`config.mk`:
```
export PLATFORM = sky130hd
export DESIGN_NAME = md_unit
export DESIGN_NICKNAME = d
export VERILOG_FILES = /design/src/rtl/md_unit.sv
export SDC_FILE = /design/constraint.sdc
export NUM_CORES = 1
export LEC_CHECK = 0
export ABC_AREA = 1
export CAP_MARGIN = 20
export CELL_PAD_IN_SITES_DETAIL_PLACEMENT = 1
export CELL_PAD_IN_SITES_GLOBAL_PLACEMENT = 2
export CORE_MARGIN = 3
export CORE_UTILIZATION = 33
export CTS_CLUSTER_SIZE = 28
export DETAILED_ROUTE_END_ITERATION = 10
export PLACE_DENSITY = 0.95
export SYNTH_ARGS = -nofsm -noshare
export SYNTH_HDL_FRONTEND = slang
export SYNTH_SLANG_ARGS = --single-unit
```
`constraint.sdc`:
```
create_clock -name clk -period 5.1 [get_ports clk]
set_clock_uncertainty 0.2 [all_clocks]
set_input_delay 1.02 -clock clk [delete_from_list [all_inputs] [get_ports clk]]
set_output_delay 1.02 -clock clk [all_outputs]
set_load 0.005 [all_outputs]
```
`src/rtl/md_unit.sv`:
```
// md_unit: multi-cycle multiply/divide unit that owns the HI/LO register pair.
// MULT/MULTU use a radix-2 shift-add over a 2*WIDTH accumulator. DIV/DIVU use
// restoring division. Signed operations work on magnitudes, and FIX applies the
// signs at the end.
// Optional build macro MD_FAST_MUL_EN: multiplies take a single-cycle
// combinational product and go straight from IDLE to FIX. Divides are unchanged.
module md_unit #(
   parameter int WIDTH = 32
) (
   input  logic             clk,
   input  logic             rst,
   input  logic             start,
   input  logic [1:0]       op,
   input  logic [WIDTH-1:0] a,
   input  logic [WIDTH-1:0] b,
   input  logic             flush,
   input  logic             whi,
   input  logic             wlo,
   input  logic [WIDTH-1:0] wdata,
   output logic             busy,
   output logic             done,
   output logic [WIDTH-1:0] hi,
   output logic [WIDTH-1:0] lo
);

   localparam int CNT_W = $clog2(WIDTH + 1);
   localparam int DW    = 2 * WIDTH;
   localparam logic [CNT_W-1:0] CNT_INIT = CNT_W'(WIDTH);
   localparam logic [CNT_W-1:0] CNT_ONE  = CNT_W'(1);
   localparam logic [WIDTH-1:0] ZERO_W   = {WIDTH{1'b0}};
   localparam logic [WIDTH-1:0] ONES_W   = {WIDTH{1'b1}};

   typedef enum logic [1:0] {
      IDLE = 2'd0,
      CALC = 2'd1,
      FIX  = 2'd2
   } state_t;

   // Two's-complement negation of a WIDTH-bit value
   function automatic logic [WIDTH-1:0] neg_w(input logic [WIDTH-1:0] x);
      return ~x + {{(WIDTH-1){1'b0}}, 1'b1};
   endfunction

   // Two's-complement negation of a 2*WIDTH-bit value
   function automatic logic [DW-1:0] neg_dw(input logic [DW-1:0] x);
      return ~x + {{(DW-1){1'b0}}, 1'b1};
   endfunction

   state_t             state_r, state_s;
   logic [CNT_W-1:0]   cnt_r, cnt_s;
   logic [DW-1:0]      acc_r, acc_s;       // mul: {upper, multiplier}; div: {remainder, quotient}
   logic [WIDTH-1:0]   opnd_r, opnd_s;     // |multiplicand| or |divisor|
   logic [WIDTH-1:0]   a_r, a_s;           // original dividend, needed for divide by zero
   logic               is_div_r, is_div_s;
   logic               sa_r, sa_s;
   logic               sb_r, sb_s;
   logic               divz_r, divz_s;
   logic [WIDTH-1:0]   hi_r, hi_s;
   logic [WIDTH-1:0]   lo_r, lo_s;
   logic               busy_r, busy_s;
   logic               done_r, done_s;

   logic               a_neg_s, b_neg_s;
   logic [WIDTH-1:0]   abs_a_s, abs_b_s;
   logic [WIDTH:0]     mul_sum_s;
   logic [DW-1:0]      mul_next_s;
   logic [WIDTH:0]     div_shift_s;
   logic [WIDTH-1:0]   div_diff_s;
   logic               div_ge_s;
   logic [DW-1:0]      div_next_s;
   logic [DW-1:0]      mul_res_s;
   logic [WIDTH-1:0]   quo_s, rem_s;
   logic [WIDTH-1:0]   res_hi_s, res_lo_s;
`ifdef MD_FAST_MUL_EN
   logic [DW-1:0]      fast_prod_s;
`endif

   assign a_neg_s = ~op[0] & a[WIDTH-1];
   assign b_neg_s = ~op[0] & b[WIDTH-1];
   assign abs_a_s = a_neg_s ? neg_w(a) : a;
   assign abs_b_s = b_neg_s ? neg_w(b) : b;

`ifdef MD_FAST_MUL_EN
   assign fast_prod_s = {ZERO_W, abs_a_s} * {ZERO_W, abs_b_s};
`endif

   // Shift-add step: add the multiplicand when the low multiplier bit is 1, then shift right.
   assign mul_sum_s  = {1'b0, acc_r[DW-1:WIDTH]} + (acc_r[0] ? {1'b0, opnd_r} : {(WIDTH+1){1'b0}});
   assign mul_next_s = {mul_sum_s, acc_r[WIDTH-1:1]};

   // Restoring step: shift the next dividend bit into the remainder and subtract if it fits.
   assign div_shift_s = {acc_r[DW-1:WIDTH], acc_r[WIDTH-1]};
   assign div_ge_s    = (div_shift_s >= {1'b0, opnd_r});
   assign div_diff_s  = div_shift_s[WIDTH-1:0] - opnd_r;
   assign div_next_s  = div_ge_s ? {div_diff_s, acc_r[WIDTH-2:0], 1'b1}
                                 : {div_shift_s[WIDTH-1:0], acc_r[WIDTH-2:0], 1'b0};

   // Sign-corrected results from the magnitude accumulator
   assign mul_res_s = (sa_r ^ sb_r) ? neg_dw(acc_r) : acc_r;
   assign quo_s     = (sa_r ^ sb_r) ? neg_w(acc_r[WIDTH-1:0]) : acc_r[WIDTH-1:0];
   assign rem_s     = sa_r ? neg_w(acc_r[DW-1:WIDTH]) : acc_r[DW-1:WIDTH];

   // Select the final HI/LO values; divide by zero has a fixed result
   always_comb begin
      res_hi_s = mul_res_s[DW-1:WIDTH];
      res_lo_s = mul_res_s[WIDTH-1:0];
      if (!is_div_r) begin
         res_hi_s = mul_res_s[DW-1:WIDTH];
         res_lo_s = mul_res_s[WIDTH-1:0];
      end else if (divz_r) begin
         res_hi_s = a_r;
         res_lo_s = ONES_W;
      end else begin
         res_hi_s = rem_s;
         res_lo_s = quo_s;
      end
   end

   // Next state, datapath updates, HI/LO writes and handshake outputs
   always_comb begin
      state_s  = state_r;
      cnt_s    = cnt_r;
      acc_s    = acc_r;
      opnd_s   = opnd_r;
      a_s      = a_r;
      is_div_s = is_div_r;
      sa_s     = sa_r;
      sb_s     = sb_r;
      divz_s   = divz_r;
      hi_s     = hi_r;
      lo_s     = lo_r;
      done_s   = 1'b0;
      case (state_r)
         IDLE: begin
            if (start && !flush) begin
               is_div_s = op[1];
               a_s      = a;
               sa_s     = a_neg_s;
               sb_s     = b_neg_s;
               divz_s   = (b == ZERO_W);
               cnt_s    = CNT_INIT;
               if (op[1]) begin
                  opnd_s  = abs_b_s;
                  acc_s   = {ZERO_W, abs_a_s};
                  state_s = CALC;
               end else begin
                  opnd_s  = abs_a_s;
`ifdef MD_FAST_MUL_EN
                  acc_s   = fast_prod_s;
                  state_s = FIX;
`else
                  acc_s   = {ZERO_W, abs_b_s};
                  state_s = CALC;
`endif
               end
            end else if (!start) begin
               // MTHI/MTLO only when idle with no start request
               if (whi) begin
                  hi_s = wdata;
               end else begin
                  hi_s = hi_r;
               end
               if (wlo) begin
                  lo_s = wdata;
               end else begin
                  lo_s = lo_r;
               end
            end else begin
               // start together with flush: request dropped, moves ignored
               state_s = IDLE;
            end
         end
         CALC: begin
            if (flush) begin
               state_s = IDLE;
            end else begin
               acc_s = is_div_r ? div_next_s : mul_next_s;
               cnt_s = cnt_r - CNT_ONE;
               if (cnt_r == CNT_ONE) begin
                  state_s = FIX;
               end else begin
                  state_s = CALC;
               end
            end
         end
         FIX: begin
            state_s = IDLE;
            if (!flush) begin
               hi_s   = res_hi_s;
               lo_s   = res_lo_s;
               done_s = 1'b1;
            end else begin
               done_s = 1'b0;
            end
         end
         default: begin
            state_s = IDLE;
         end
      endcase
      busy_s = (state_s != IDLE);
   end

   // FSM state register
   always_ff @(posedge clk) begin
      if (rst) begin
         state_r <= IDLE;
      end else begin
         state_r <= state_s;
      end
   end

   // Datapath, HI/LO and output registers
   always_ff @(posedge clk) begin
      if (rst) begin
         cnt_r    <= {CNT_W{1'b0}};
         acc_r    <= {DW{1'b0}};
         opnd_r   <= ZERO_W;
         a_r      <= ZERO_W;
         is_div_r <= 1'b0;
         sa_r     <= 1'b0;
         sb_r     <= 1'b0;
         divz_r   <= 1'b0;
         hi_r     <= ZERO_W;
         lo_r     <= ZERO_W;
         busy_r   <= 1'b0;
         done_r   <= 1'b0;
      end else begin
         cnt_r    <= cnt_s;
         acc_r    <= acc_s;
         opnd_r   <= opnd_s;
         a_r      <= a_s;
         is_div_r <= is_div_s;
         sa_r     <= sa_s;
         sb_r     <= sb_s;
         divz_r   <= divz_s;
         hi_r     <= hi_s;
         lo_r     <= lo_s;
         busy_r   <= busy_s;
         done_r   <= done_s;
      end
   end

   assign busy = busy_r;
   assign done = done_r;
   assign hi   = hi_r;
   assign lo   = lo_r;

endmodule
```
==> results of run 1 <==
-- worst reg2reg max path, stage by stage (launching register included) --
cell     delay (ns)
dfxtp_1        0.33
buf_4          0.41
nand2_1        0.24
fa_1           0.47
inv_1          0.19
nand3_1        0.10
nand3_1        0.28
nand2_1        0.13
nand2_1        0.16
nand2_1        0.07
nand3_1        0.14
nor2_1         0.06
o21ai_0        0.55
nand3_1        0.15
a21oi_1        0.14
-- registers in the layout (all words and copies together) (netlist names), 2 cells and up --
signal   count
a_r         32
acc_r       64
cnt_r        6
hi          32
lo          32
opnd_r      32
state_r      2
-- worst paths after layout --
| check | endpoint | from | cells after the start | slack (ns) |
|---|---|---|---|---|
| setup reg to reg | acc_r[45] | acc_r[0] | 14 | 1.41 |
| hold reg to reg | cnt_r[0] | cnt_r[0] | 1 | 0.31 |
| hold / removal | cnt_r[0] | cnt_r[0] | 1 | 0.31 |
| setup / recovery | acc_r[45] | acc_r[0] | 14 | 1.41 |
-- per-stage QoR --
step,utilization (%),setup slack (ns),cell area (sq um)
floorplan,-,2.37,20100
global placement,37.7,1.06,22500
detailed placement,37.7,1.07,22500
CTS,39.2,1.59,23400
global route,39.2,1.28,23400
finish,39.2,1.41,23400
-- final cells by class --
class,instances,share of cell area [%]
Clock buffer,36,3.12
Clock inverter,12,0.745
Inverter,512,8.25
Multi-Input combinational cell,2744,57.2
Sequential cell,206,17.7
Tap cell,773,4.14
Timing Repair Buffer,218,8.85
-- per-layer routing --
| metal | share of wire [%] | vias up | routed length, microns | GRT usage [%] |
|---|---|---|---|---|
| li1 | - | 11900 | - | - |
| met1 | 45 | 12100 | 46400 | 44.9 |
| met2 | 43 | 1079 | 44500 | 49.0 |
| met3 | 8.7 | 177 | 9080 | 4.97 |
| met4 | 4.2 | 2 | 4340 | 11.1 |
| met5 | 0.012 | - | 13 | 0 |
-- synthesized netlist by cell type, types with 33 or more instances --
cell type and n:
dfxtp_1 206, inv_1 498, o211ai_1 33, nor3_1 40
clkbuf_1 100, a21oi_1 343, nand3_1 305, ha_1 70
buf_2 33, nand4_1 41, xor2_1 73, o21ai_0 325
nand2_1 1009, nor2_1 347
-- cells by family (layout without fill, tap and decap cells) --
kind of cell               count (synthesis)  in the layout  synth area share (%)
adders and majority gates                 72             72                  4.56
xor gates and xnor gates                  77             77                  3.36
buffers and inverters                    672            778                  13.0
and+or+nand+nor                         1804           1804                  37.4
DFF                                      206            206                  20.5
AOI/OAI and AO/OA                        791            791                  21.1
-- power by group through the flow --
stage | clock network, W | logic [W] | registers (W)
2_1_floorplan | 0 | 0.00108 | 0.00181
4_1_cts | 0.00200 | 0.00181 | 0.00183
3_3_place_gp | 0 | 0.00178 | 0.00186
3_5_place_dp | 0 | 0.00180 | 0.00186
6_report | 0.00200 | 0.00184 | 0.00183
5_1_grt | 0.00207 | 0.00199 | 0.00184
==> key figures, run 1 <==
Run status
  – Status: finished, final reports clean

Clock network
  – CTS tree: done
  – Clock transition at path regs: 0.06 ns
  – CTS Buf Count: 26
  – Worst skew pair latency: 0.59 ns
  – Post-CTS sizing: 0
  – H-Tree Depth: 1
  – CTS root buf: clkbuf_16
  – Clk sinks: 206
  – Clock tree buffer depth: 3
  – Setup bufs post-CTS: 0
  – Cts hold-fix bufs: 0

Timing
  – Measured slew at the worst slew-check pin: 1.08 ns
  – Maximum clock frequency: 271 MHz
  – WHS: 0.314 ns
  – Setup TNS: 0 ns
  – Slew margin rel.: 27.8%
  – Final Hold Viols: 0
  – Fin crit period: 3.69 ns
  – Slew Limit Fails: 0
  – RSZ-0062 raised after global routing: false
  – Final period util: 72.3%
  – Final Setup Violations: 0

Global routing
  – Via count of the first global-routing pass: 24300
  – Overall Global Routing Usage: 31.8%
  – Total grt overflow: 0
  – First-pass GRT wire length: 155 mm
  – Antenna violations before repair: 1
  – Largest net degree at the start of global routing: 110

Placement
  – Placed Cells: 4453
  – DP HPWL: 83.6 mm
  – Buffers on Ports: 169
  – GPL Wtd Cong: 1.02

Layout
  – Area taken by multi-input logic gates: 13400 sq um
  – Share of layout cells above drive strength 1: 4.18%
  – Most common cell after layout, fill and taps aside: nand2_1
  – Fill cell count: 8172
  – Commonest cells after routing, fill and taps aside: nand2_1, inv_1, nor2_1, a21oi_1, o21ai_0
  – Non-filler cells, final: 4501
  – Area Overhead vs Synth: 16.4%
  – Register area: 4130 sq um
  – Final #Nets: 3884
  – Ant diodes: 0

Critical path
  – Critical path class: reg -> reg
  – Worst path top cell family by delay: simple AND/OR/NAND/NOR gates
  – CP max FO: 35
  – WP data required: 5.41 ns
  – Crit start category: register
  – Slowest CP cell: o21ai_0
  – Arr. time, crit path: 3.99 ns
  – Crit path cell chain: buf_4 > nand2_1 > fa_1 > inv_1 > nand3_1 > nand3_1 > nand2_1 > nand2_1 > nand2_1 > nand3_1 > nor2_1 > o21ai_0 > nand3_1 > a21oi_1
  – Buf+Inv Stages, Crit Path: 2
  – Crit path capture type: register
  – Slowest stage delay, CP: 0.55 ns

Pwr
  – Comb power frac: 32.5%
  – Total chip power: 0.00568 W
  – Sequential power share: 32.3%
  – Pwr per Cell Area: 243 nW/um^2
  – Leak: 11.4 nW
  – Psw: 0.00224 W
  – Peak VDD IR: 0.181 mV
  – P_int: 0.00344 W
  – Clock power share: 35.2%
  – Switching share of power: 39.4%

Routing
  – First DRT Iteration DRCs: 2716
  – Wire per inst: 23.2 microns
  – Vias: 25200
  – Vias per cell: 5.60
  – Initial DRT Pass Iterations: 6
  – Drt drc: 0
  – Post-route ant nets: 0
  – Wirelength, routed: 104 mm

Floorplanning
  – Core Area: 59600 sq um
  – Die area: 63800 sq um
  – Die Height: 253 microns
  – # IOs: 170
  – Row count: 89
  – Die W: 253 microns
  – Initial core utilization: 33.7%

Job
  – Max-Cap Viols: 0

Synthesis
  – Net Count, Synth: 3798
  – Post-synthesis cell type count: 48
  – Number of synthesized flops with an enable pin: 0
  – Ys flop type: dfxtp_1
  – Post-synth top area cell: dfxtp_1
  – Synth async-reset ratio: 0%
  – Yosys synthesis warning count: 0
  – Synth top area share: 20.5%
  – Seq cells post-synth: 206
  – Syn avg cell area: 5.54 sq um
  – Sequential share of the synthesized area: 20.5%
  – Syn Inst Count: 3622
  – Synth Cell Area: 20100 sq um
  – Synth area leaders: dfxtp_1, nand2_1, inv_1

Worst hold path
  – Min-Delay Path Class: reg -> reg
Power figures use the tool's default switching activity.
==> run 2, diff against run 1 <==
CORE_UTILIZATION = 31   (was 33)
PLACE_DENSITY = 0.93   (was 0.95)
clock period = 3.48 ns   (was 5.1 ns; I/O delays follow)
==> run 2 against run 1 <==
Global-route usage is 0.50 points higher. Combinational power rose by 56%. Non-clock buffer count up 103. First-iteration DRC count up 4.3%. Highest routed layer unchanged. Critical path type unchanged. Sequential share of layout area shrank 0.70 points. Hold slack improved by 0.010 ns. Via count is 3.4% higher. Sequential power is 46% higher. Flip-flop and latch count stayed put. Utilization fell by 0.93 points. Critical endpoint is now acc_r[39].
==> key figures, run 2 (synthesis results as in run 1) <==
Floorplanning
  – Core Area: 63500 sq um (+6.7%)
  – Die Height: 260 microns (+3.1%)
  – Die area: 67800 sq um (+6.3%)
  – # IOs: 170 (unchanged)
  – Initial core utilization: 31.6% (-2.1 points)
  – Die W: 260 microns (+3.1%)
  – Row count: 92 (+3.4%)

Routing
  – Post-route ant nets: 0 (unchanged)
  – Wire per inst: 24.2 microns (+4.4%)
  – Wirelength, routed: 113 mm (+8.4%)
  – Initial DRT Pass Iterations: 5 (-1)
  – Drt drc: 0 (unchanged)
  – First DRT Iteration DRCs: 2833 (+4.3%)
  – Vias per cell: 5.58 (-0.45%)
  – Vias: 26100 (+3.4%)

Layout
  – Non-filler cells, final: 4676 (+3.9%)
  – Final #Nets: 3988 (+2.7%)
  – Share of layout cells above drive strength 1: 6.68% (+2.5 points)
  – Ant diodes: 0 (unchanged)
  – Max reg flops: 64 (unchanged)
  – Commonest cells after routing, fill and taps aside: nand2_1, inv_1, nor2_1, a21oi_1, o21ai_0
  – Top reg by flops: acc_r
  – Finished Cell Area: 24300 sq um (+4.1%)
  – Most common cell after layout, fill and taps aside: nand2_1
  – Area Overhead vs Synth: 21.2%

Timing
  – Slew Limit Fails: 0 (unchanged)
  – RSZ-0062 raised after global routing: false
  – Maximum clock frequency: 304 MHz (+12%)
  – Setup WS post-layout: 0.193 ns (-1.22 ns)
  – Fin crit period: 3.29 ns (-0.399 ns)
  – Final Setup Violations: 0 (unchanged)
  – Final period util: 94.5% (+22 points)
  – Slew margin rel.: 44.7% (+17 points)
  – Final Hold Viols: 0 (unchanged)
  – Measured slew at the worst slew-check pin: 0.821 ns (-0.260 ns)

Pwr
  – Peak VDD IR: 0.383 mV (+110%)
  – Clock power share: 34.4% (-0.8 points)
  – P_int: 0.00512 W (+49%)
  – Total chip power: 0.00848 W (+49%)
  – Switching share of power: 39.6% (+0.19 points)
  – Pwr per Cell Area: 348 nW/um^2 (+43%)
  – Sequential power share: 31.7% (-0.6 points)
  – Leak: 12.0 nW (+4.7%)
  – Psw: 0.00336 W (+50%)
  – Comb power frac: 33.9% (+1.4 points)

Clock network
  – CTS Buf Count: 27 (+3.8%)
  – Clk sinks: 206 (unchanged)
  – Setup bufs post-CTS: 0 (unchanged)
  – Post-CTS sizing: 0 (unchanged)
  – Worst skew pair latency: 0.57 ns (-0.02 ns)
  – Clock tree buffer depth: 3 (unchanged)
  – CTS root buf: clkbuf_16
  – CTS tree: done
  – Cts hold-fix bufs: 0 (unchanged)
  – H-Tree Depth: 1 (unchanged)
  – Clock transition at path regs: 0.06 ns (about the same)

Global routing
  – Antenna violations before repair: 4 (+3)
  – Total grt overflow: 0 (unchanged)
  – First-pass GRT wire length: 165 mm (+6.2%)
  – Largest net degree at the start of global routing: 74 (-33%)
  – Overall Global Routing Usage: 32.3% (+0.50 points)
  – Via count of the first global-routing pass: 25400 (+4.6%)

Job
  – Max-Cap Viols: 0 (unchanged)

Run status
  – Status: finished, final reports clean

Critical path
  – CP Launch Point: acc_r[0]
  – Crit path cell chain: buf_4 > nand2_1 > inv_1 > ha_1 > a21oi_1 > o21ai_0 > o21bai_1 > buf_4 > or2_2 > nand3_1 > nand3_1 > nand2_1 > a21oi_1
  – WP data required: 3.69 ns (-1.72 ns)
  – Slowest CP cell: dfxtp_1
  – Reg2reg start: acc_r[0]
  – Arr. time, crit path: 3.50 ns (-0.49 ns)
  – CP max FO: 10 (-71%)
  – Crit start category: register
  – Crit path capture type: register
  – Slowest stage delay, CP: 0.39 ns (-0.16 ns)
  – R2R cell count: 13 (-1)
  – Critical path class: reg -> reg

Worst hold path
  – Min-Delay Path Class: reg -> reg
  – Min-Delay Startpoint: cnt_r[0]
  – Hold depth: 1 (unchanged)

Placement
  – Placed instance area: 23500 sq um (+4.5%)
  – GPL Wtd Cong: 1.05 (+3.7%)
  – Buffers on Ports: 169 (unchanged)
  – Worst slack, placed: -0.0155 ns (-1.08 ns)
  – Placed Cells: 4629 (+4.0%)
  – DP HPWL: 91.2 mm (+9.1%)
[run 2: changes by cell type in the layout (fill, tap and decap cells not counted), sizes merged]
cell / previous run / this run
inv: 511 / 510
clkbuf: 36 / 40
buf: 50 / 153
clkinvlp: 4 / 3
clkinv: 6 / 4
bufinv: 3 / 2
[run 2: metal layers]
metal	routed length [microns]	track usage (%)	share of wire, %
met1	50800	45.9	45
met2	47700	48.6	42
met3	9180	4.37	8.1
met4	5420	13.6	4.8
met5	47	0	0.042
[run 2: area by class of cell]
cell class | instances | area [sq um]
clock buffer | 40 | 774
clock inverter | 7 | 92.6
fill | 8720 | 39200
inverter | 512 | 1920
multi-input combinational | 2744 | 13400
sequential | 206 | 4130
tap | 846 | 1060
timing repair buffer | 321 | 2980
[run 2: path summary, 6_finish.rpt]
path,end,slack [ns]
worst min register to register,cnt_r[0],0.32
worst max register to register,acc_r[39],0.19
worst max-delay path,acc_r[39],0.19
worst min-delay path,cnt_r[0],0.32
[run 2: power groups by stage]
stage          combinational (W)  sequential (W)  clock, W
6_report                 0.00287         0.00268   0.00292
3_3_place_gp             0.00275         0.00272         0
5_1_grt                  0.00310         0.00269   0.00301
4_1_cts                  0.00280         0.00267   0.00292
2_1_floorplan            0.00158         0.00265         0
3_5_place_dp             0.00278         0.00272         0
[run 2: through the flow]
stage,hold slack (ns),setup TNS [ns],util [%]
finish,0.324,0,38.3
global route,0.350,0,38.3
CTS,0.319,0,38.3
detailed placement,0.309,-0.0155,36.9
global placement,0.281,0,36.9
floorplan,0.230,0,-
[run 2: critical path: cells and delay by family, from the launching register on]
family,cells,cell delay (ns)
AO/OA/AOI/OAI,4,0.86
adder cells (fa/ha/maj),1,0.34
buffers and inverters,3,0.55
flip-flops,1,0.39
AND/OR/NAND/NOR,5,0.79
